**config.mk**
```make
export PLATFORM = sky130hd
export DESIGN_NAME = axi_lite_arb_2to1_flat
export DESIGN_NICKNAME = d
export VERILOG_FILES = /design/src/rtl/axi_lite_arb_2to1_if.sv /design/src/rtl/axi_lite_arb_2to1.sv /design/src/flat_wrapper.sv
export SDC_FILE = /design/constraint.sdc
export NUM_CORES = 1
export LEC_CHECK = 0
export ABC_AREA = 0
export CORE_AREA = 2 2 180 182
export DETAILED_ROUTE_END_ITERATION = 16
export DIE_AREA = 0 0 182 184
export GPL_TIMING_DRIVEN = 0
export MAX_ROUTING_LAYER = met4
export PLACE_DENSITY = 0.47
export SYNTH_ARGS = -nofsm -noshare
export SYNTH_HDL_FRONTEND = slang
export SYNTH_SLANG_ARGS = --single-unit
```
**constraint.sdc**
```tcl
create_clock -name clk -period 1.75 [get_ports clk]
set_input_delay 0.35 -clock clk [delete_from_list [all_inputs] [get_ports clk]]
set_output_delay 0.35 -clock clk [all_outputs]
set_load 0.01 [all_outputs]
```
**src/rtl/axi_lite_arb_2to1_if.sv**
```systemverilog
// AXI4-Lite bundle shared by the 2:1 arbiter's upstream and downstream ports.
// master drives requests (AW/W/AR valid, B/R ready); slave drives the responses.
interface axi_lite_arb_2to1_if #(
  parameter int ADDR_WIDTH = 32,
  parameter int DATA_WIDTH = 32
);
  localparam int STRB_WIDTH = DATA_WIDTH / 8;

  logic [ADDR_WIDTH-1:0] awaddr;
  logic [2:0]            awprot;
  logic                  awvalid;
  logic                  awready;
  logic [DATA_WIDTH-1:0] wdata;
  logic [STRB_WIDTH-1:0] wstrb;
  logic                  wvalid;
  logic                  wready;
  logic [1:0]            bresp;
  logic                  bvalid;
  logic                  bready;
  logic [ADDR_WIDTH-1:0] araddr;
  logic [2:0]            arprot;
  logic                  arvalid;
  logic                  arready;
  logic [DATA_WIDTH-1:0] rdata;
  logic [1:0]            rresp;
  logic                  rvalid;
  logic                  rready;

  modport master (
    output awaddr, awprot, awvalid, input awready,
    output wdata, wstrb, wvalid, input wready,
    input bresp, bvalid, output bready,
    output araddr, arprot, arvalid, input arready,
    input rdata, rresp, rvalid, output rready
  );

  modport slave (
    input awaddr, awprot, awvalid, output awready,
    input wdata, wstrb, wvalid, output wready,
    output bresp, bvalid, input bready,
    input araddr, arprot, arvalid, output arready,
    output rdata, rresp, rvalid, input rready
  );
endinterface

```
**src/rtl/axi_lite_arb_2to1.sv**
```systemverilog
// Two-to-one AXI4-Lite arbiter: independent round-robin write and read paths,
// one outstanding transaction per path, pure combinational routing of payload.
module axi_lite_arb_2to1 #(
  parameter int ADDR_WIDTH = 32,
  parameter int DATA_WIDTH = 32
) (
  input logic                  clk,
  input logic                  rst,
  axi_lite_arb_2to1_if.slave   s0,
  axi_lite_arb_2to1_if.slave   s1,
  axi_lite_arb_2to1_if.master  m
);
  localparam int STRB_WIDTH = DATA_WIDTH / 8;

  typedef enum logic [1:0] {W_IDLE, W_FWD, W_RESP} wstate_t;
  typedef enum logic [1:0] {R_IDLE, R_FWD, R_DATA} rstate_t;

  wstate_t r_wstate;
  rstate_t r_rstate;
  logic    r_wgnt;
  logic    r_wr_last;
  logic    r_aw_done;
  logic    r_w_done;
  logic    r_rgnt;
  logic    r_rd_last;

  logic                  w_wfwd, w_wresp, w_rfwd, w_rdat;
  logic [ADDR_WIDTH-1:0] w_awaddr, w_araddr;
  logic [DATA_WIDTH-1:0] w_wdata;
  logic [STRB_WIDTH-1:0] w_wstrb;
  logic                  w_s_awvalid, w_s_wvalid, w_s_bready, w_s_arvalid, w_s_rready;
  logic                  w_m_awvalid, w_m_wvalid, w_m_bready, w_m_arvalid, w_m_rready;
  logic                  w_aw_hs, w_w_hs, w_b_hs, w_ar_hs, w_r_hs;

  assign w_wfwd  = (r_wstate == W_FWD);
  assign w_wresp = (r_wstate == W_RESP);
  assign w_rfwd  = (r_rstate == R_FWD);
  assign w_rdat  = (r_rstate == R_DATA);

  // Upstream selection by the registered grants
  assign w_awaddr    = r_wgnt ? s1.awaddr  : s0.awaddr;
  assign w_wdata     = r_wgnt ? s1.wdata   : s0.wdata;
  assign w_wstrb     = r_wgnt ? s1.wstrb   : s0.wstrb;
  assign w_s_awvalid = r_wgnt ? s1.awvalid : s0.awvalid;
  assign w_s_wvalid  = r_wgnt ? s1.wvalid  : s0.wvalid;
  assign w_s_bready  = r_wgnt ? s1.bready  : s0.bready;
  assign w_araddr    = r_rgnt ? s1.araddr  : s0.araddr;
  assign w_s_arvalid = r_rgnt ? s1.arvalid : s0.arvalid;
  assign w_s_rready  = r_rgnt ? s1.rready  : s0.rready;

  // AW and W valids are masked once their own handshake has happened
  assign w_m_awvalid = w_wfwd & ~r_aw_done & w_s_awvalid;
  assign w_m_wvalid  = w_wfwd & ~r_w_done  & w_s_wvalid;
  assign w_m_bready  = w_wresp & w_s_bready;
  assign w_m_arvalid = w_rfwd & w_s_arvalid;
  assign w_m_rready  = w_rdat & w_s_rready;

  assign w_aw_hs = w_m_awvalid & m.awready;
  assign w_w_hs  = w_m_wvalid  & m.wready;
  assign w_b_hs  = m.bvalid    & w_m_bready;
  assign w_ar_hs = w_m_arvalid & m.arready;
  assign w_r_hs  = m.rvalid    & w_m_rready;

  assign m.awaddr  = w_awaddr;
  assign m.awprot  = r_wgnt ? s1.awprot : s0.awprot;
  assign m.awvalid = w_m_awvalid;
  assign m.wdata   = w_wdata;
  assign m.wstrb   = w_wstrb;
  assign m.wvalid  = w_m_wvalid;
  assign m.bready  = w_m_bready;
  assign m.araddr  = w_araddr;
  assign m.arprot  = r_rgnt ? s1.arprot : s0.arprot;
  assign m.arvalid = w_m_arvalid;
  assign m.rready  = w_m_rready;

  assign s0.awready = w_wfwd & ~r_wgnt & ~r_aw_done & m.awready;
  assign s1.awready = w_wfwd &  r_wgnt & ~r_aw_done & m.awready;
  assign s0.wready  = w_wfwd & ~r_wgnt & ~r_w_done & m.wready;
  assign s1.wready  = w_wfwd &  r_wgnt & ~r_w_done & m.wready;
  assign s0.bvalid  = w_wresp & ~r_wgnt & m.bvalid;
  assign s1.bvalid  = w_wresp &  r_wgnt & m.bvalid;
  assign s0.bresp   = (w_wresp & ~r_wgnt) ? m.bresp : '0;
  assign s1.bresp   = (w_wresp &  r_wgnt) ? m.bresp : '0;

  assign s0.arready = w_rfwd & ~r_rgnt & m.arready;
  assign s1.arready = w_rfwd &  r_rgnt & m.arready;
  assign s0.rvalid  = w_rdat & ~r_rgnt & m.rvalid;
  assign s1.rvalid  = w_rdat &  r_rgnt & m.rvalid;
  assign s0.rdata   = (w_rdat & ~r_rgnt) ? m.rdata : '0;
  assign s1.rdata   = (w_rdat &  r_rgnt) ? m.rdata : '0;
  assign s0.rresp   = (w_rdat & ~r_rgnt) ? m.rresp : '0;
  assign s1.rresp   = (w_rdat &  r_rgnt) ? m.rresp : '0;

  always_ff @(posedge clk or posedge rst) begin
    if (rst) begin
      r_wstate  <= W_IDLE;
      r_wgnt    <= 1'b0;
      r_wr_last <= 1'b1;
      r_aw_done <= 1'b0;
      r_w_done  <= 1'b0;
    end else begin
      case (r_wstate)
        W_IDLE: if (s0.awvalid | s1.awvalid) begin
          r_wgnt   <= (s0.awvalid & s1.awvalid) ? ~r_wr_last : s1.awvalid;
          r_wstate <= W_FWD;
        end
        W_FWD: begin
          if ((r_aw_done | w_aw_hs) & (r_w_done | w_w_hs)) begin
            r_wstate  <= W_RESP;
            r_aw_done <= 1'b0;
            r_w_done  <= 1'b0;
          end else begin
            if (w_aw_hs) r_aw_done <= 1'b1;
            if (w_w_hs)  r_w_done  <= 1'b1;
          end
        end
        W_RESP: if (w_b_hs) begin
          r_wr_last <= r_wgnt;
          r_wstate  <= W_IDLE;
        end
        default: r_wstate <= W_IDLE;
      endcase
    end
  end

  always_ff @(posedge clk or posedge rst) begin
    if (rst) begin
      r_rstate  <= R_IDLE;
      r_rgnt    <= 1'b0;
      r_rd_last <= 1'b1;
    end else begin
      case (r_rstate)
        R_IDLE: if (s0.arvalid | s1.arvalid) begin
          r_rgnt   <= (s0.arvalid & s1.arvalid) ? ~r_rd_last : s1.arvalid;
          r_rstate <= R_FWD;
        end
        R_FWD:  if (w_ar_hs) r_rstate <= R_DATA;
        R_DATA: if (w_r_hs) begin
          r_rd_last <= r_rgnt;
          r_rstate  <= R_IDLE;
        end
        default: r_rstate <= R_IDLE;
      endcase
    end
  end

  a_wr_idle_quiet: assert property (@(posedge clk) disable iff (rst)
    (r_wstate == W_IDLE) |-> !(w_m_awvalid || w_m_wvalid));
  a_rd_idle_quiet: assert property (@(posedge clk) disable iff (rst)
    (r_rstate == R_IDLE) |-> !w_m_arvalid);
  a_single_aw: assert property (@(posedge clk) disable iff (rst)
    w_aw_hs |-> !r_aw_done);
endmodule
```
**src/flat_wrapper.sv**
```systemverilog
// flat-port wrapper written by rule: the top's interface ports become plain ports
module axi_lite_arb_2to1_flat 
#(
  parameter int ADDR_WIDTH = 32,
  parameter int DATA_WIDTH = 32
)
  (clk, rst, s0_awaddr, s0_awprot, s0_awvalid, s0_awready, s0_wdata, s0_wstrb, s0_wvalid, s0_wready, s0_bresp, s0_bvalid, s0_bready, s0_araddr, s0_arprot, s0_arvalid, s0_arready, s0_rdata, s0_rresp, s0_rvalid, s0_rready, s1_awaddr, s1_awprot, s1_awvalid, s1_awready, s1_wdata, s1_wstrb, s1_wvalid, s1_wready, s1_bresp, s1_bvalid, s1_bready, s1_araddr, s1_arprot, s1_arvalid, s1_arready, s1_rdata, s1_rresp, s1_rvalid, s1_rready, m_awaddr, m_awprot, m_awvalid, m_awready, m_wdata, m_wstrb, m_wvalid, m_wready, m_bresp, m_bvalid, m_bready, m_araddr, m_arprot, m_arvalid, m_arready, m_rdata, m_rresp, m_rvalid, m_rready);
  axi_lite_arb_2to1_if #(.ADDR_WIDTH(ADDR_WIDTH), .DATA_WIDTH(DATA_WIDTH)) s0_i ();
  axi_lite_arb_2to1_if #(.ADDR_WIDTH(ADDR_WIDTH), .DATA_WIDTH(DATA_WIDTH)) s1_i ();
  axi_lite_arb_2to1_if #(.ADDR_WIDTH(ADDR_WIDTH), .DATA_WIDTH(DATA_WIDTH)) m_i ();
  input logic clk;
  input logic rst;
  input wire logic [$bits(s0_i.awaddr)-1:0] s0_awaddr;
  input wire logic [$bits(s0_i.awprot)-1:0] s0_awprot;
  input wire logic [$bits(s0_i.awvalid)-1:0] s0_awvalid;
  output wire logic [$bits(s0_i.awready)-1:0] s0_awready;
  input wire logic [$bits(s0_i.wdata)-1:0] s0_wdata;
  input wire logic [$bits(s0_i.wstrb)-1:0] s0_wstrb;
  input wire logic [$bits(s0_i.wvalid)-1:0] s0_wvalid;
  output wire logic [$bits(s0_i.wready)-1:0] s0_wready;
  output wire logic [$bits(s0_i.bresp)-1:0] s0_bresp;
  output wire logic [$bits(s0_i.bvalid)-1:0] s0_bvalid;
  input wire logic [$bits(s0_i.bready)-1:0] s0_bready;
  input wire logic [$bits(s0_i.araddr)-1:0] s0_araddr;
  input wire logic [$bits(s0_i.arprot)-1:0] s0_arprot;
  input wire logic [$bits(s0_i.arvalid)-1:0] s0_arvalid;
  output wire logic [$bits(s0_i.arready)-1:0] s0_arready;
  output wire logic [$bits(s0_i.rdata)-1:0] s0_rdata;
  output wire logic [$bits(s0_i.rresp)-1:0] s0_rresp;
  output wire logic [$bits(s0_i.rvalid)-1:0] s0_rvalid;
  input wire logic [$bits(s0_i.rready)-1:0] s0_rready;
  input wire logic [$bits(s1_i.awaddr)-1:0] s1_awaddr;
  input wire logic [$bits(s1_i.awprot)-1:0] s1_awprot;
  input wire logic [$bits(s1_i.awvalid)-1:0] s1_awvalid;
  output wire logic [$bits(s1_i.awready)-1:0] s1_awready;
  input wire logic [$bits(s1_i.wdata)-1:0] s1_wdata;
  input wire logic [$bits(s1_i.wstrb)-1:0] s1_wstrb;
  input wire logic [$bits(s1_i.wvalid)-1:0] s1_wvalid;
  output wire logic [$bits(s1_i.wready)-1:0] s1_wready;
  output wire logic [$bits(s1_i.bresp)-1:0] s1_bresp;
  output wire logic [$bits(s1_i.bvalid)-1:0] s1_bvalid;
  input wire logic [$bits(s1_i.bready)-1:0] s1_bready;
  input wire logic [$bits(s1_i.araddr)-1:0] s1_araddr;
  input wire logic [$bits(s1_i.arprot)-1:0] s1_arprot;
  input wire logic [$bits(s1_i.arvalid)-1:0] s1_arvalid;
  output wire logic [$bits(s1_i.arready)-1:0] s1_arready;
  output wire logic [$bits(s1_i.rdata)-1:0] s1_rdata;
  output wire logic [$bits(s1_i.rresp)-1:0] s1_rresp;
  output wire logic [$bits(s1_i.rvalid)-1:0] s1_rvalid;
  input wire logic [$bits(s1_i.rready)-1:0] s1_rready;
  output wire logic [$bits(m_i.awaddr)-1:0] m_awaddr;
  output wire logic [$bits(m_i.awprot)-1:0] m_awprot;
  output wire logic [$bits(m_i.awvalid)-1:0] m_awvalid;
  input wire logic [$bits(m_i.awready)-1:0] m_awready;
  output wire logic [$bits(m_i.wdata)-1:0] m_wdata;
  output wire logic [$bits(m_i.wstrb)-1:0] m_wstrb;
  output wire logic [$bits(m_i.wvalid)-1:0] m_wvalid;
  input wire logic [$bits(m_i.wready)-1:0] m_wready;
  input wire logic [$bits(m_i.bresp)-1:0] m_bresp;
  input wire logic [$bits(m_i.bvalid)-1:0] m_bvalid;
  output wire logic [$bits(m_i.bready)-1:0] m_bready;
  output wire logic [$bits(m_i.araddr)-1:0] m_araddr;
  output wire logic [$bits(m_i.arprot)-1:0] m_arprot;
  output wire logic [$bits(m_i.arvalid)-1:0] m_arvalid;
  input wire logic [$bits(m_i.arready)-1:0] m_arready;
  input wire logic [$bits(m_i.rdata)-1:0] m_rdata;
  input wire logic [$bits(m_i.rresp)-1:0] m_rresp;
  input wire logic [$bits(m_i.rvalid)-1:0] m_rvalid;
  output wire logic [$bits(m_i.rready)-1:0] m_rready;
  assign s0_i.awaddr = s0_awaddr;
  assign s0_i.awprot = s0_awprot;
  assign s0_i.awvalid = s0_awvalid;
  assign s0_awready = s0_i.awready;
  assign s0_i.wdata = s0_wdata;
  assign s0_i.wstrb = s0_wstrb;
  assign s0_i.wvalid = s0_wvalid;
  assign s0_wready = s0_i.wready;
  assign s0_bresp = s0_i.bresp;
  assign s0_bvalid = s0_i.bvalid;
  assign s0_i.bready = s0_bready;
  assign s0_i.araddr = s0_araddr;
  assign s0_i.arprot = s0_arprot;
  assign s0_i.arvalid = s0_arvalid;
  assign s0_arready = s0_i.arready;
  assign s0_rdata = s0_i.rdata;
  assign s0_rresp = s0_i.rresp;
  assign s0_rvalid = s0_i.rvalid;
  assign s0_i.rready = s0_rready;
  assign s1_i.awaddr = s1_awaddr;
  assign s1_i.awprot = s1_awprot;
  assign s1_i.awvalid = s1_awvalid;
  assign s1_awready = s1_i.awready;
  assign s1_i.wdata = s1_wdata;
  assign s1_i.wstrb = s1_wstrb;
  assign s1_i.wvalid = s1_wvalid;
  assign s1_wready = s1_i.wready;
  assign s1_bresp = s1_i.bresp;
  assign s1_bvalid = s1_i.bvalid;
  assign s1_i.bready = s1_bready;
  assign s1_i.araddr = s1_araddr;
  assign s1_i.arprot = s1_arprot;
  assign s1_i.arvalid = s1_arvalid;
  assign s1_arready = s1_i.arready;
  assign s1_rdata = s1_i.rdata;
  assign s1_rresp = s1_i.rresp;
  assign s1_rvalid = s1_i.rvalid;
  assign s1_i.rready = s1_rready;
  assign m_awaddr = m_i.awaddr;
  assign m_awprot = m_i.awprot;
  assign m_awvalid = m_i.awvalid;
  assign m_i.awready = m_awready;
  assign m_wdata = m_i.wdata;
  assign m_wstrb = m_i.wstrb;
  assign m_wvalid = m_i.wvalid;
  assign m_i.wready = m_wready;
  assign m_i.bresp = m_bresp;
  assign m_i.bvalid = m_bvalid;
  assign m_bready = m_i.bready;
  assign m_araddr = m_i.araddr;
  assign m_arprot = m_i.arprot;
  assign m_arvalid = m_i.arvalid;
  assign m_i.arready = m_arready;
  assign m_i.rdata = m_rdata;
  assign m_i.rresp = m_rresp;
  assign m_i.rvalid = m_rvalid;
  assign m_rready = m_i.rready;
  axi_lite_arb_2to1 #(.ADDR_WIDTH(ADDR_WIDTH), .DATA_WIDTH(DATA_WIDTH)) u_core (.clk(clk), .rst(rst), .s0(s0_i), .s1(s1_i), .m(m_i));
endmodule
```
==> impl_metrics.prom, run 1 <==
# TYPE chip_impl_metric gauge
chip_impl_info{name="run_status",value="finished with violations"} 1
chip_impl_info{name="failed_checks",value="negative setup slack"} 1
chip_impl_metric{name="htree_num_levels",unit=""} 1
chip_impl_metric{name="powerDensity",unit="mW/mm2"} 1090
chip_impl_metric{name="floorplan.core_area",unit="mm2"} 0.0314
chip_impl_info{name="hold_path_class",value="input pin to asynchronous set/reset pin"} 1
chip_impl_metric{name="setup-violations-final",unit=""} 176
chip_impl_info{name="timing_worst_setup_path_type",value="flip-flop to primary output"} 1
chip_impl_info{name="yosys_most_used_dff",value="sky130_fd_sc_hd__dfrtp_1"} 1
chip_impl_metric{name="vias",unit=""} 4438
chip_impl_metric{name="final_critical_path_setup_slack",unit="ns"} -0.240
chip_impl_metric{name="post_synthesis_xor_xnor_area_fraction",unit=""} 0
chip_impl_metric{name="fillers",unit=""} 3275
chip_impl_info{name="cell_chain_of_the_critical_path",value="buf_12, and3b_2, buf_8, buf_12, buf_8, and2_4, buf_6"} 1
chip_impl_metric{name="drt-total-wl",unit="mm"} 23.7
chip_impl_metric{name="synth_enable_flop_cells",unit=""} 0
chip_impl_metric{name="portBuffers",unit=""} 457
chip_impl_metric{name="chipHeight",unit="um"} 184
chip_impl_info{name="grt_setup_unrepaired",value="true"} 1
chip_impl_metric{name="finalHoldViolations",unit=""} 0
chip_impl_metric{name="grt_first_pass_wirelength",unit="mm"} 32.0
chip_impl_metric{name="finalClockSkew",unit="ns"} 0.000797
chip_impl_metric{name="syn-instance-count",unit=""} 279
chip_impl_metric{name="gp_congestion",unit=""} 0.767
chip_impl_metric{name="net_count_after_synthesis",unit=""} 544
chip_impl_metric{name="grt_antenna_before_repair",unit=""} 4
chip_impl_metric{name="drt-pass1-iter-count",unit=""} 4
chip_impl_metric{name="proportion_of_layout_cells_with_a_drive_suffix_above_1",unit=""} 0.605
chip_impl_metric{name="static_leak",unit="nW"} 4.25
chip_impl_info{name="critical_path.slowest_cell",value="sky130_fd_sc_hd__dfrtp_1"} 1
chip_impl_metric{name="synth-compound-area-share",unit=""} 0.0360
chip_impl_info{name="crit_path_end_kind",value="primary output"} 1
chip_impl_metric{name="nNetsFinal",unit=""} 1077
chip_impl_metric{name="design.die.area",unit="mm2"} 0.0335
chip_impl_info{name="synth_top_area_cell",value="sky130_fd_sc_hd__mux2_2"} 1
chip_impl_metric{name="floorplan.initialDensity",unit=""} 0.0807
chip_impl_metric{name="area.growth.synth_to_final",unit="%"} 272
chip_impl_metric{name="timing_worst_slew_pin_value",unit="ns"} 0.501
chip_impl_metric{name="grt_usage",unit=""} 0.135
chip_impl_metric{name="report.power.total",unit="mW"} 10.3
chip_impl_metric{name="detailed_place.area",unit="mm2"} 0.00761
chip_impl_metric{name="timing.fmax",unit="MHz"} 503
chip_impl_metric{name="yosys_warnings",unit=""} 0
chip_impl_metric{name="maximum_number_of_pins_on_one_net_before_global_route_repair",unit=""} 11
chip_impl_info{name="worstSetupStartpointType",value="flip-flop"} 1
chip_impl_metric{name="routedWlPerCell",unit="um"} 19.5
chip_impl_metric{name="ant_nets",unit=""} 0
chip_impl_metric{name="cts-root-to-sink-buffers",unit=""} 2
chip_impl_metric{name="grt_pass1_vias",unit=""} 4801
chip_impl_metric{name="share_of_synthesized_cell_area_in_and_or_nand_and_nor_gates",unit=""} 0.280
chip_impl_metric{name="num_rows",unit=""} 65
chip_impl_info{name="layout.cells.most_common",value="sky130_fd_sc_hd__clkdlybuf4s50_1"} 1
chip_impl_metric{name="ys_async_sr_fraction",unit=""} 1.00
chip_impl_metric{name="final_cells",unit=""} 1214
chip_impl_metric{name="peakVddDrop",unit="mV"} 0.555
chip_impl_metric{name="layout.area.seq",unit="um2"} 254
chip_impl_metric{name="hpwlAfterDp",unit="mm"} 18.8
chip_impl_metric{name="layout.core_utilization",unit=""} 0.300
chip_impl_metric{name="cts.sink_count",unit=""} 10
chip_impl_metric{name="global_route.overflow_total",unit=""} 0
chip_impl_metric{name="timing.critical_path.fanout_max",unit=""} 8
chip_impl_metric{name="multi_input_logic_area",unit="mm2"} 0.00262
chip_impl_info{name="cts_tree",value="built"} 1
chip_impl_metric{name="route.detailed.drc",unit=""} 0
chip_impl_metric{name="synth.avg_cell_area",unit="um2"} 9.09
chip_impl_metric{name="synthAdderAreaFrac",unit=""} 0
chip_impl_metric{name="timing.final.max_slew_violations",unit=""} 0
chip_impl_metric{name="tritoncts.num_buffers",unit=""} 3
chip_impl_info{name="netlist_top_cells_area",value="sky130_fd_sc_hd__mux2_2 45%, sky130_fd_sc_hd__and2_1 18%, sky130_fd_sc_hd__dfrtp_1 7.9%, sky130_fd_sc_hd__buf_6 4.0%, sky130_fd_sc_hd__mux2_1 2.7%"} 1
chip_impl_metric{name="share_of_the_synthesized_area_in_the_top_cell_type",unit=""} 0.453
chip_impl_metric{name="post_drt_via_cell_ratio",unit=""} 3.66
chip_impl_metric{name="headroom_to_the_max_slew_limit",unit=""} 0.666
chip_impl_metric{name="ys_ff_latch",unit=""} 10
chip_impl_metric{name="final_area",unit="mm2"} 0.00942
chip_impl_metric{name="synth.distinct_cells",unit=""} 31
chip_impl_metric{name="cts.clk_slew.worst_paths",unit="ns"} 0.05
chip_impl_info{name="main_combinational_cell_family_by_area_after_synthesis",value="multiplexers"} 1
chip_impl_metric{name="final_min_period_over_clock_period",unit=""} 1.14
chip_impl_metric{name="cp_data_required_time",unit="ns"} 1.40
chip_impl_metric{name="max-cap-violations",unit=""} 0
chip_impl_info{name="final_cell_mix",value="263 x sky130_fd_sc_hd__clkdlybuf4s50_1, 210 x sky130_fd_sc_hd__buf_6, 73 x sky130_fd_sc_hd__mux2_4"} 1
chip_impl_metric{name="syn-cell-area",unit="mm2"} 0.00253
chip_impl_metric{name="final_worst_path_period_need",unit="ns"} 1.99
chip_impl_metric{name="die_x",unit="um"} 182
chip_impl_metric{name="muxShareOfSynthArea",unit=""} 0.505
chip_impl_metric{name="preCtsSetupSlack",unit="ns"} -0.461
chip_impl_metric{name="ioPinCount",unit=""} 458
chip_impl_metric{name="placed_cells",unit=""} 1138
chip_impl_metric{name="insertion_delay",unit="ns"} 0.24
chip_impl_metric{name="seq_area_frac_synth",unit=""} 0.0997
chip_impl_info{name="root_buffer",value="sky130_fd_sc_hd__clkbuf_16"} 1
chip_impl_metric{name="initialDrtViolationCount",unit=""} 62
chip_impl_metric{name="signal_arrival_time_at_the_worst_endpoint",unit="ns"} 1.64
chip_impl_metric{name="cp_slowest_stage_delay",unit="ns"} 0.39
-- critical path, delay by kind of cell (launching register included) --
family | cells | cell delay [ns]
buffers and inverters | 5 | 0.65
AND/OR/NAND/NOR | 2 | 0.36
flip-flops | 1 | 0.39
-- cell usage after synthesis, types with 3 or more instances --
cell	instances
sky130_fd_sc_hd__dfrtp_1	8
sky130_fd_sc_hd__nand2_1	11
sky130_fd_sc_hd__a31oi_1	3
sky130_fd_sc_hd__buf_4	5
sky130_fd_sc_hd__mux2_1	6
sky130_fd_sc_hd__mux2_2	102
sky130_fd_sc_hd__and2_1	72
sky130_fd_sc_hd__buf_2	10
sky130_fd_sc_hd__buf_6	9
sky130_fd_sc_hd__nor3_1	6
sky130_fd_sc_hd__and3_1	3
sky130_fd_sc_hd__mux2_4	3
sky130_fd_sc_hd__nor2_1	10
sky130_fd_sc_hd__nor3b_1	5
sky130_fd_sc_hd__and3b_1	3
-- layout make-up --
| type | instances | share of cell area |
|---|---|---|
| clock buffer | 4 | 0.00943 |
| tap | 402 | 0.0534 |
| buffer | 20 | 0.0343 |
| antenna | 1 | 0.000266 |
| inverter | 2 | 0.00106 |
| multi-input combinational | 242 | 0.278 |
| sequential | 10 | 0.0270 |
| timing repair buffer | 533 | 0.596 |
-- sequential cells by signal, summed over array words and instances (netlist names) --
signal            cells
u_core.r_wgnt         1
u_core.r_wstate       2
u_core.r_rd_last      1
u_core.r_rgnt         1
u_core.r_aw_done      1
u_core.r_rstate       2
u_core.r_wr_last      1
u_core.r_w_done       1
-- per-layer routing --
| metal | up-vias | share of wire | global-route usage | routed length [um] |
|---|---|---|---|---|
| met1 | 2078 | 0.37 | 0.139 | 8670 |
| met5 | - | 0 | - | 0 |
| met4 | 0 | 0.012 | 0.0168 | 276 |
| met3 | 16 | 0.077 | 0.0319 | 1830 |
| met2 | 290 | 0.54 | 0.264 | 12900 |
| li1 | 2054 | - | - | - |
-- per-stage QoR --
step                      hold WS, ns  TNS [ns]
after floorplan                 0.189         0
after global placement          0.530    -62.27
after detailed placement        0.530    -61.65
after CTS                       0.531    -27.33
after global routing            0.544    -30.23
final                           0.467    -21.56
-- cell families after synthesis --
kind of cell    after synthesis
compound gates               12
buf+inv                      27
flops                        10
mux                         113
simple gates                117
-- power by group --
part	leakage [nW]	internal, mW	switching [mW]
logic	4.09	5.94	3.42
registers	0.117	0.344	0.0972
clock network	0.0442	0.345	0.124
-- path summary, 6_finish.rpt --
| path | endpoint | cells after the start | slack (ns) | startpoint |
|---|---|---|---|---|
| max in group asynchronous | u_core.r_wgnt | 2 | 0.92 | rst |
| max reg2reg | u_core.r_rd_last | 6 | 0.15 | u_core.r_rgnt |
| min in group clk | u_core.r_wr_last | 2 | 0.55 | u_core.r_wr_last |
| min reg2reg | u_core.r_wr_last | 2 | 0.55 | u_core.r_wr_last |
| min | u_core.r_aw_done | 2 | 0.47 | rst |
| max | s1_rdata[23] | 7 | -0.24 | u_core.r_rgnt |
-- timing repair --
| item | in CTS | in global routing |
|---|---|---|
| pin swaps | 25 | 15 |
| setup buffers | 33 | 33 |
| hold buffers | 0 | 0 |
| setup endpoints to repair | 193 | 192 |
| gates cloned | 13 | 4 |
| resized for setup | 939 | 293 |
(Power assumes the default switching activity.)
==> inputs of run 2 (changes only) <==
--- a/config.mk
+++ b/config.mk
@@ -12,6 +12,8 @@
 export GPL_TIMING_DRIVEN = 0
 export MAX_ROUTING_LAYER = met4
 export PLACE_DENSITY = 0.47
+export RECOVER_POWER = 50
+export SLEW_MARGIN = 0
 export SYNTH_ARGS = -nofsm -noshare
 export SYNTH_HDL_FRONTEND = slang
 export SYNTH_SLANG_ARGS = --single-unit
==> impl_metrics.prom, run 2 (synthesized netlist as in run 1, its figures left out) <==
# TYPE chip_impl_metric gauge
chip_impl_metric{name="area.growth.synth_to_final",unit="%"} 272
chip_impl_metric{name="timing.critical_path.fanout_max",unit=""} 8
chip_impl_metric{name="grt_usage",unit=""} 0.135
chip_impl_info{name="hold_path_class",value="flip-flop to flip-flop"} 1
chip_impl_info{name="run_status",value="finished with violations"} 1
chip_impl_metric{name="timing.setup.tns",unit="ns"} -21.56
chip_impl_metric{name="grt_first_pass_wirelength",unit="mm"} 32.0
chip_impl_metric{name="route.detailed.drc",unit=""} 0
chip_impl_metric{name="report.power.total",unit="mW"} 10.3
chip_impl_info{name="critical_path.slowest_cell",value="sky130_fd_sc_hd__dfrtp_1"} 1
chip_impl_metric{name="nNetsFinal",unit=""} 1077
chip_impl_metric{name="ioPinCount",unit=""} 458
chip_impl_metric{name="post_drt_via_cell_ratio",unit=""} 3.66
chip_impl_metric{name="chipHeight",unit="um"} 184
chip_impl_metric{name="finalClockSkew",unit="ns"} 0.000797
chip_impl_metric{name="num_rows",unit=""} 65
chip_impl_metric{name="timing.final.max_slew_violations",unit=""} 0
chip_impl_metric{name="gp_congestion",unit=""} 0.767
chip_impl_metric{name="insertion_delay",unit="ns"} 0.24
chip_impl_metric{name="floorplan.initialDensity",unit=""} 0.0807
chip_impl_info{name="layout.cells.most_common",value="sky130_fd_sc_hd__clkdlybuf4s50_1"} 1
chip_impl_metric{name="layout.core_utilization",unit=""} 0.300
chip_impl_info{name="final_cell_mix",value="262 x sky130_fd_sc_hd__clkdlybuf4s50_1, 210 x sky130_fd_sc_hd__buf_6, 73 x sky130_fd_sc_hd__mux2_4"} 1
chip_impl_metric{name="timing_worst_slew_pin_value",unit="ns"} 0.501
chip_impl_metric{name="vias",unit=""} 4438
chip_impl_info{name="critPathTopFamily",value="buffers and inverters"} 1
chip_impl_metric{name="drt-pass1-iter-count",unit=""} 4
chip_impl_metric{name="htree_num_levels",unit=""} 1
chip_impl_metric{name="floorplan.core_area",unit="mm2"} 0.0314
chip_impl_info{name="failed_checks",value="negative setup slack"} 1
chip_impl_metric{name="global_route.overflow_total",unit=""} 0
chip_impl_metric{name="peakVddDrop",unit="mV"} 0.555
chip_impl_metric{name="timing.fmax",unit="MHz"} 503
chip_impl_metric{name="hpwlAfterDp",unit="mm"} 18.8
chip_impl_metric{name="signal_arrival_time_at_the_worst_endpoint",unit="ns"} 1.64
chip_impl_metric{name="final_critical_path_setup_slack",unit="ns"} -0.240
chip_impl_metric{name="cts-root-to-sink-buffers",unit=""} 2
chip_impl_metric{name="layout.area.seq",unit="um2"} 254
chip_impl_metric{name="powerDensity",unit="mW/mm2"} 1090
chip_impl_info{name="largest_registers",value="u_core.r_rstate x2, u_core.r_wstate x2"} 1
chip_impl_metric{name="cp_data_required_time",unit="ns"} 1.40
chip_impl_metric{name="routedWlPerCell",unit="um"} 19.5
chip_impl_metric{name="design.die.area",unit="mm2"} 0.0335
chip_impl_metric{name="grt_antenna_before_repair",unit=""} 4
chip_impl_metric{name="max-cap-violations",unit=""} 0
chip_impl_metric{name="proportion_of_layout_cells_with_a_drive_suffix_above_1",unit=""} 0.605
chip_impl_info{name="root_buffer",value="sky130_fd_sc_hd__clkbuf_16"} 1
chip_impl_metric{name="multi_input_logic_area",unit="mm2"} 0.00262
chip_impl_metric{name="final_worst_path_period_need",unit="ns"} 1.99
chip_impl_metric{name="fillers",unit=""} 3275
chip_impl_metric{name="cts.clk_slew.worst_paths",unit="ns"} 0.05
chip_impl_info{name="timing_worst_setup_path_type",value="flip-flop to primary output"} 1
chip_impl_metric{name="tritoncts.num_buffers",unit=""} 3
chip_impl_info{name="cts_tree",value="built"} 1
chip_impl_metric{name="cp_num_buf_inv",unit=""} 5
chip_impl_info{name="crit_path_end_kind",value="primary output"} 1
chip_impl_info{name="worstSetupStartpointType",value="flip-flop"} 1
chip_impl_metric{name="final_min_period_over_clock_period",unit=""} 1.14
chip_impl_metric{name="portBuffers",unit=""} 457
chip_impl_metric{name="cts.sink_count",unit=""} 10
chip_impl_metric{name="setup-violations-final",unit=""} 176
chip_impl_info{name="cell_chain_of_the_critical_path",value="buf_12, and3b_2, buf_8, buf_12, buf_8, and2_4, buf_6"} 1
chip_impl_metric{name="initialDrtViolationCount",unit=""} 62
chip_impl_metric{name="headroom_to_the_max_slew_limit",unit=""} 0.666
chip_impl_metric{name="die_x",unit="um"} 182
chip_impl_metric{name="cp_slowest_stage_delay",unit="ns"} 0.39
chip_impl_metric{name="finalHoldViolations",unit=""} 0
chip_impl_metric{name="grt_pass1_vias",unit=""} 4801
chip_impl_metric{name="drt-total-wl",unit="mm"} 23.7
chip_impl_metric{name="static_leak",unit="nW"} 4.25
chip_impl_metric{name="ant_nets",unit=""} 0
chip_impl_metric{name="hold_buffers",unit=""} 0
chip_impl_metric{name="maximum_number_of_pins_on_one_net_before_global_route_repair",unit=""} 11
chip_impl_info{name="grt_setup_unrepaired",value="true"} 1
run 2: worst register-to-register path: stages (launching register included):
cell,delay [ns]
sky130_fd_sc_hd__dfrtp_1,0.39
sky130_fd_sc_hd__buf_12,0.15
sky130_fd_sc_hd__buf_4,0.13
sky130_fd_sc_hd__mux2_4,0.29
sky130_fd_sc_hd__buf_4,0.14
sky130_fd_sc_hd__nand4b_1,0.11
sky130_fd_sc_hd__mux2_1,0.33
run 2: cell type report:
class,count,area share
clock buffer,4,0.00943
antenna,1,0.000266
inverter,2,0.00106
buffer,20,0.0343
sequential,10,0.0270
tap,402,0.0534
timing repair buffer,533,0.596
multi-input combinational,242,0.278
run 2: report_power, final:
group / leakage, nW / switching (mW) / internal, mW
clock network: 0.0442 / 0.124 / 0.345
registers: 0.117 / 0.0972 / 0.344
logic: 4.09 / 3.42 / 5.94
total: 4.25 / 3.64 / 6.63
run 2: what timing repair did:
item | 4_1_cts | 5_1_grt
gates resized for setup | 939 | 293
gates cloned | 13 | 4
buffers inserted | 33 | 33
endpoints found under the hold margin | 0 | 0
pin swaps | 25 | 15
setup endpoints to repair | 193 | 192
run 2: stage by stage:
stage	hold slack [ns]	instance area (um2)	setup slack [ns]	std cells
global placement	0.530	7610	-0.458	1138
global route	0.580	9420	-0.284	1214
finish	0.553	9420	-0.240	1214
detailed placement	0.530	7610	-0.461	1138
floorplan	0.189	2530	0.274	279
CTS	0.531	8540	-0.281	1188
run 2: final timing paths:
path / from / endpoint / slack [ns] / cells after the start
worst max-delay path: u_core.r_rgnt / s1_rdata[23] / -0.24 / 7
worst min-delay path: u_core.r_wr_last / u_core.r_wr_last / 0.55 / 2
worst max register to register: u_core.r_rgnt / u_core.r_rd_last / 0.15 / 6
worst min register to register: u_core.r_wr_last / u_core.r_wr_last / 0.55 / 2
max in group asynchronous: rst / u_core.r_wgnt / 0.79 / 2
min in group asynchronous: rst / u_core.r_aw_done / 0.60 / 2
run 2: per-layer routing:
layer / track usage / vias to the layer above / part of all wire
li1: - / 2054 / -
met1: 0.139 / 2078 / 0.37
met2: 0.264 / 290 / 0.54
met3: 0.0319 / 16 / 0.077
met4: 0.0168 / 0 / 0.012
met5: - / - / 0
==> inputs of run 3 (changes only) <==
--- a/config.mk
+++ b/config.mk
@@ -5,13 +5,13 @@
 export SDC_FILE = /design/constraint.sdc
 export NUM_CORES = 1
 export LEC_CHECK = 0
-export ABC_AREA = 0
+export ABC_AREA = 1
 export CORE_AREA = 2 2 180 182
 export DETAILED_ROUTE_END_ITERATION = 16
 export DIE_AREA = 0 0 182 184
 export GPL_TIMING_DRIVEN = 0
 export MAX_ROUTING_LAYER = met4
-export PLACE_DENSITY = 0.47
+export PLACE_DENSITY = 0.46
 export RECOVER_POWER = 50
 export SLEW_MARGIN = 0
 export SYNTH_ARGS = -nofsm -noshare
==> impl_metrics.prom, run 3 <==
# TYPE chip_impl_metric gauge
chip_impl_metric{name="finalHoldViolations",unit=""} 0
chip_impl_metric{name="layout.area.seq",unit="um2"} 255
chip_impl_metric{name="drt-pass1-iter-count",unit=""} 6
chip_impl_info{name="yosys_most_used_dff",value="sky130_fd_sc_hd__dfrtp_1"} 1
chip_impl_info{name="crit_path_end_kind",value="primary output"} 1
chip_impl_metric{name="syn-instance-count",unit=""} 557
chip_impl_metric{name="wl_met3",unit="mm"} 1.78
chip_impl_metric{name="r2r.worst_path.cells",unit=""} 9
chip_impl_metric{name="routedWlPerCell",unit="um"} 15.7
chip_impl_metric{name="detailed_place.area",unit="mm2"} 0.00750
chip_impl_metric{name="timing.setup.tns",unit="ns"} -6.68
chip_impl_metric{name="grt_antenna_before_repair",unit=""} 2
chip_impl_metric{name="global_route.overflow_total",unit=""} 0
chip_impl_info{name="cell_chain_of_the_critical_path",value="inv_6, buf_12, buf_16, buf_8, buf_4, nand2_2, nand2_1, buf_2"} 1
chip_impl_metric{name="grt_usage",unit=""} 0.130
chip_impl_metric{name="reg2reg_slack",unit="ns"} 0.26
chip_impl_metric{name="static_leak",unit="nW"} 4.60
chip_impl_metric{name="timing.final.max_slew_violations",unit=""} 0
chip_impl_metric{name="timing_worst_slew_pin_value",unit="ns"} 0.526
chip_impl_metric{name="final_min_period_over_clock_period",unit=""} 1.09
chip_impl_metric{name="die_x",unit="um"} 182
chip_impl_metric{name="tritoncts.num_buffers",unit=""} 3
chip_impl_metric{name="p_int",unit="mW"} 5.75
chip_impl_metric{name="placed_cells",unit=""} 1416
chip_impl_metric{name="grt_first_pass_wirelength",unit="mm"} 32.5
chip_impl_metric{name="post_drt_via_cell_ratio",unit=""} 3.61
chip_impl_metric{name="nNetsFinal",unit=""} 1347
chip_impl_info{name="worstReg2RegStart",value="u_core.r_rstate[0]"} 1
chip_impl_info{name="cts_tree",value="built"} 1
chip_impl_metric{name="cts.sink_count",unit=""} 10
chip_impl_metric{name="met2_wirelength",unit="mm"} 12.6
chip_impl_metric{name="synth_enable_flop_cells",unit=""} 0
chip_impl_metric{name="synth.distinct_cells",unit=""} 19
chip_impl_metric{name="net_count_after_synthesis",unit=""} 822
chip_impl_metric{name="proportion_of_layout_cells_with_a_drive_suffix_above_1",unit=""} 0.436
chip_impl_metric{name="cts.clk_slew.worst_paths",unit="ns"} 0.04
chip_impl_metric{name="yosys_warnings",unit=""} 0
chip_impl_metric{name="ys_ff_latch",unit=""} 10
chip_impl_metric{name="max-cap-violations",unit=""} 0
chip_impl_info{name="netlist_top_cells_count",value="345 x sky130_fd_sc_hd__nand2_1, 88 x sky130_fd_sc_hd__nor2_1, 51 x sky130_fd_sc_hd__inv_1"} 1
chip_impl_metric{name="power.net_switching",unit="mW"} 4.94
chip_impl_metric{name="sw_frac_of_total",unit=""} 0.462
chip_impl_info{name="final_cell_mix",value="262 x sky130_fd_sc_hd__clkdlybuf4s50_1, 247 x sky130_fd_sc_hd__nand2_1, 101 x sky130_fd_sc_hd__buf_6"} 1
chip_impl_metric{name="ys_async_sr_fraction",unit=""} 1.00
chip_impl_info{name="grt_setup_unrepaired",value="true"} 1
chip_impl_metric{name="cp_data_required_time",unit="ns"} 1.40
chip_impl_metric{name="seq_area_frac_synth",unit=""} 0.105
chip_impl_metric{name="peakVddDrop",unit="mV"} 0.584
chip_impl_metric{name="area.growth.synth_to_final",unit="%"} 286
chip_impl_metric{name="insertion_delay",unit="ns"} 0.24
chip_impl_metric{name="chipHeight",unit="um"} 184
chip_impl_metric{name="seq_power_share",unit=""} 0.049
chip_impl_info{name="worstSetupStartpointType",value="flip-flop"} 1
chip_impl_metric{name="finalClockSkew",unit="ns"} 0.000368
chip_impl_metric{name="cts-root-to-sink-buffers",unit=""} 2
chip_impl_metric{name="ioPinCount",unit=""} 458
chip_impl_metric{name="vias",unit=""} 5363
chip_impl_metric{name="headroom_to_the_max_slew_limit",unit=""} 0.649
chip_impl_info{name="worst_setup_path_startpoint",value="u_core.r_wgnt"} 1
chip_impl_metric{name="preCtsSetupSlack",unit="ns"} -0.621
chip_impl_metric{name="wl_met1",unit="mm"} 8.62
chip_impl_metric{name="fillers",unit=""} 3482
chip_impl_info{name="root_buffer",value="sky130_fd_sc_hd__clkbuf_16"} 1
chip_impl_metric{name="share_of_the_synthesized_area_in_the_top_cell_type",unit=""} 0.535
chip_impl_info{name="r2r_end",value="u_core.r_rstate[1]"} 1
chip_impl_metric{name="final_worst_path_period_need",unit="ns"} 1.90
chip_impl_metric{name="grt_pass1_vias",unit=""} 5659
chip_impl_metric{name="htree_num_levels",unit=""} 1
chip_impl_metric{name="timing.fmax",unit="MHz"} 526
chip_impl_metric{name="floorplan.core_area",unit="mm2"} 0.0314
chip_impl_info{name="crit_path_end",value="m_wdata[1]"} 1
chip_impl_metric{name="pwr-share-clk",unit=""} 0.043
chip_impl_metric{name="initialDrtViolationCount",unit=""} 87
chip_impl_metric{name="timing.critical_path.fanout_max",unit=""} 7
chip_impl_metric{name="portBuffers",unit=""} 457
chip_impl_metric{name="num_rows",unit=""} 65
chip_impl_info{name="topRoutingLayerUsed",value="met4"} 1
chip_impl_metric{name="design.die.area",unit="mm2"} 0.0335
chip_impl_metric{name="multi_input_logic_area",unit="mm2"} 0.00272
chip_impl_metric{name="final_area",unit="mm2"} 0.00933
chip_impl_metric{name="syn-cell-area",unit="mm2"} 0.00242
chip_impl_metric{name="gp_congestion",unit=""} 0.770
chip_impl_metric{name="ant_nets",unit=""} 0
chip_impl_metric{name="setup-violations-final",unit=""} 122
chip_impl_metric{name="signal_arrival_time_at_the_worst_endpoint",unit="ns"} 1.55
chip_impl_metric{name="final_cells",unit=""} 1485
chip_impl_info{name="synth_top_area_cell",value="sky130_fd_sc_hd__nand2_1"} 1
chip_impl_info{name="cell_with_the_most_instances_after_synthesis",value="sky130_fd_sc_hd__nand2_1"} 1
chip_impl_metric{name="maximum_number_of_pins_on_one_net_before_global_route_repair",unit=""} 11
chip_impl_info{name="layout.cells.most_common",value="sky130_fd_sc_hd__clkdlybuf4s50_1"} 1
chip_impl_info{name="hold_path_class",value="flip-flop to flip-flop"} 1
chip_impl_info{name="largest_registers",value="u_core.r_rstate x2, u_core.r_wstate x2"} 1
chip_impl_metric{name="final_critical_path_setup_slack",unit="ns"} -0.152
chip_impl_metric{name="powerDensity",unit="mW/mm2"} 1150
chip_impl_info{name="netlist_top_cells_area",value="sky130_fd_sc_hd__nand2_1 54%, sky130_fd_sc_hd__nor2_1 14%, sky130_fd_sc_hd__dfrtp_1 8.3%, sky130_fd_sc_hd__inv_1 7.9%, sky130_fd_sc_hd__buf_2 5.2%"} 1
chip_impl_info{name="failed_checks",value="negative setup slack"} 1
chip_impl_info{name="timing_worst_setup_path_type",value="flip-flop to primary output"} 1
chip_impl_info{name="critical_path.slowest_cell",value="sky130_fd_sc_hd__dfrtp_2"} 1
chip_impl_metric{name="hpwlAfterDp",unit="mm"} 18.6
chip_impl_metric{name="cp_slowest_stage_delay",unit="ns"} 0.47
chip_impl_metric{name="share_comb_of_total_power",unit=""} 0.908
chip_impl_metric{name="synth.avg_cell_area",unit="um2"} 4.34
chip_impl_metric{name="route.detailed.drc",unit=""} 0
chip_impl_metric{name="floorplan.initialDensity",unit=""} 0.0770
chip_impl_metric{name="drt-total-wl",unit="mm"} 23.3
chip_impl_info{name="run_status",value="finished with violations"} 1
==> run 3: cell types whose count changed after synthesis, moves of 6 or more <==
cell and change:
sky130_fd_sc_hd__inv_1 +49, sky130_fd_sc_hd__buf_2 +15, sky130_fd_sc_hd__mux2_2 -102, sky130_fd_sc_hd__mux2_1 -6, sky130_fd_sc_hd__and2_1 -72, sky130_fd_sc_hd__nor2_1 +78, sky130_fd_sc_hd__nand2_1 +334, sky130_fd_sc_hd__nand3_1 +7
sky130_fd_sc_hd__buf_6 -9
==> run 3: power groups by stage <==
stage	registers, mW	clock network (mW)	logic, mW
2_1_floorplan	0.440	0	2.89
3_3_place_gp	0.465	0	6.97
3_5_place_dp	0.465	0	6.94
4_1_cts	0.506	0.484	8.63
5_1_grt	0.543	0.499	10.5
6_report	0.525	0.461	9.71
==> run 3: how the worst min path moves through the flow <==
stage	startpoint	to	slack [ns]	cells past startpoint
global route	u_core.r_rd_last	u_core.r_rd_last	0.49	2
detailed placement	u_core.r_rd_last	u_core.r_rd_last	0.48	2
CTS	u_core.r_rd_last	u_core.r_rd_last	0.48	2
finish	u_core.r_rd_last	u_core.r_rd_last	0.48	2
global placement	u_core.r_rd_last	u_core.r_rd_last	0.47	2
floorplan	rst	u_core.r_aw_done	0.19	1
==> run 3: routing by layer <==
layer	up-vias	track usage
met2	285	0.248
met3	12	0.0327
met1	2382	0.138
met4	0	0.0184
met5	-	-
li1	2684	-
==> run 3: area by class of cell <==
class | count | area share
antenna | 2 | 0.000536
buffer | 24 | 0.0412
clock buffer | 4 | 0.00952
inverter | 53 | 0.0227
multi-input combinational | 466 | 0.292
sequential | 10 | 0.0274
tap | 402 | 0.0539
timing repair buffer | 524 | 0.553
==> run 3: critical path: cells and delay by family (launching register included) <==
kind	cells	cell delay, ns
buffers and inverters	6	0.74
flip-flops	1	0.47
AND/OR/NAND/NOR	2	0.09
==> run 3: what timing repair did <==
action,CTS,global route
resized for setup,918,319
cloned,10,8
hold buffers,0,0
endpoints found under the setup margin,193,190
pin swaps,12,38
setup buffers,36,15
==> run 3: cells by family (layout without fill, tap and decap cells) <==
family | after synthesis | count (layout) | share of synthesized area
compound gates | 8 | 8 | 0.0202
buf+inv | 83 | 605 | 0.146
flops | 10 | 10 | 0.104
other cells | 0 | 2 | 0
simple gates | 456 | 458 | 0.729
==> run 3: through the flow <==
stage	power, mW	hold slack [ns]	utilization
floorplan	3.33	0.189	-
global placement	7.44	0.472	0.239
detailed placement	7.41	0.478	0.239
CTS	9.62	0.484	0.267
global route	11.5	0.493	0.297
finish	10.7	0.478	0.297
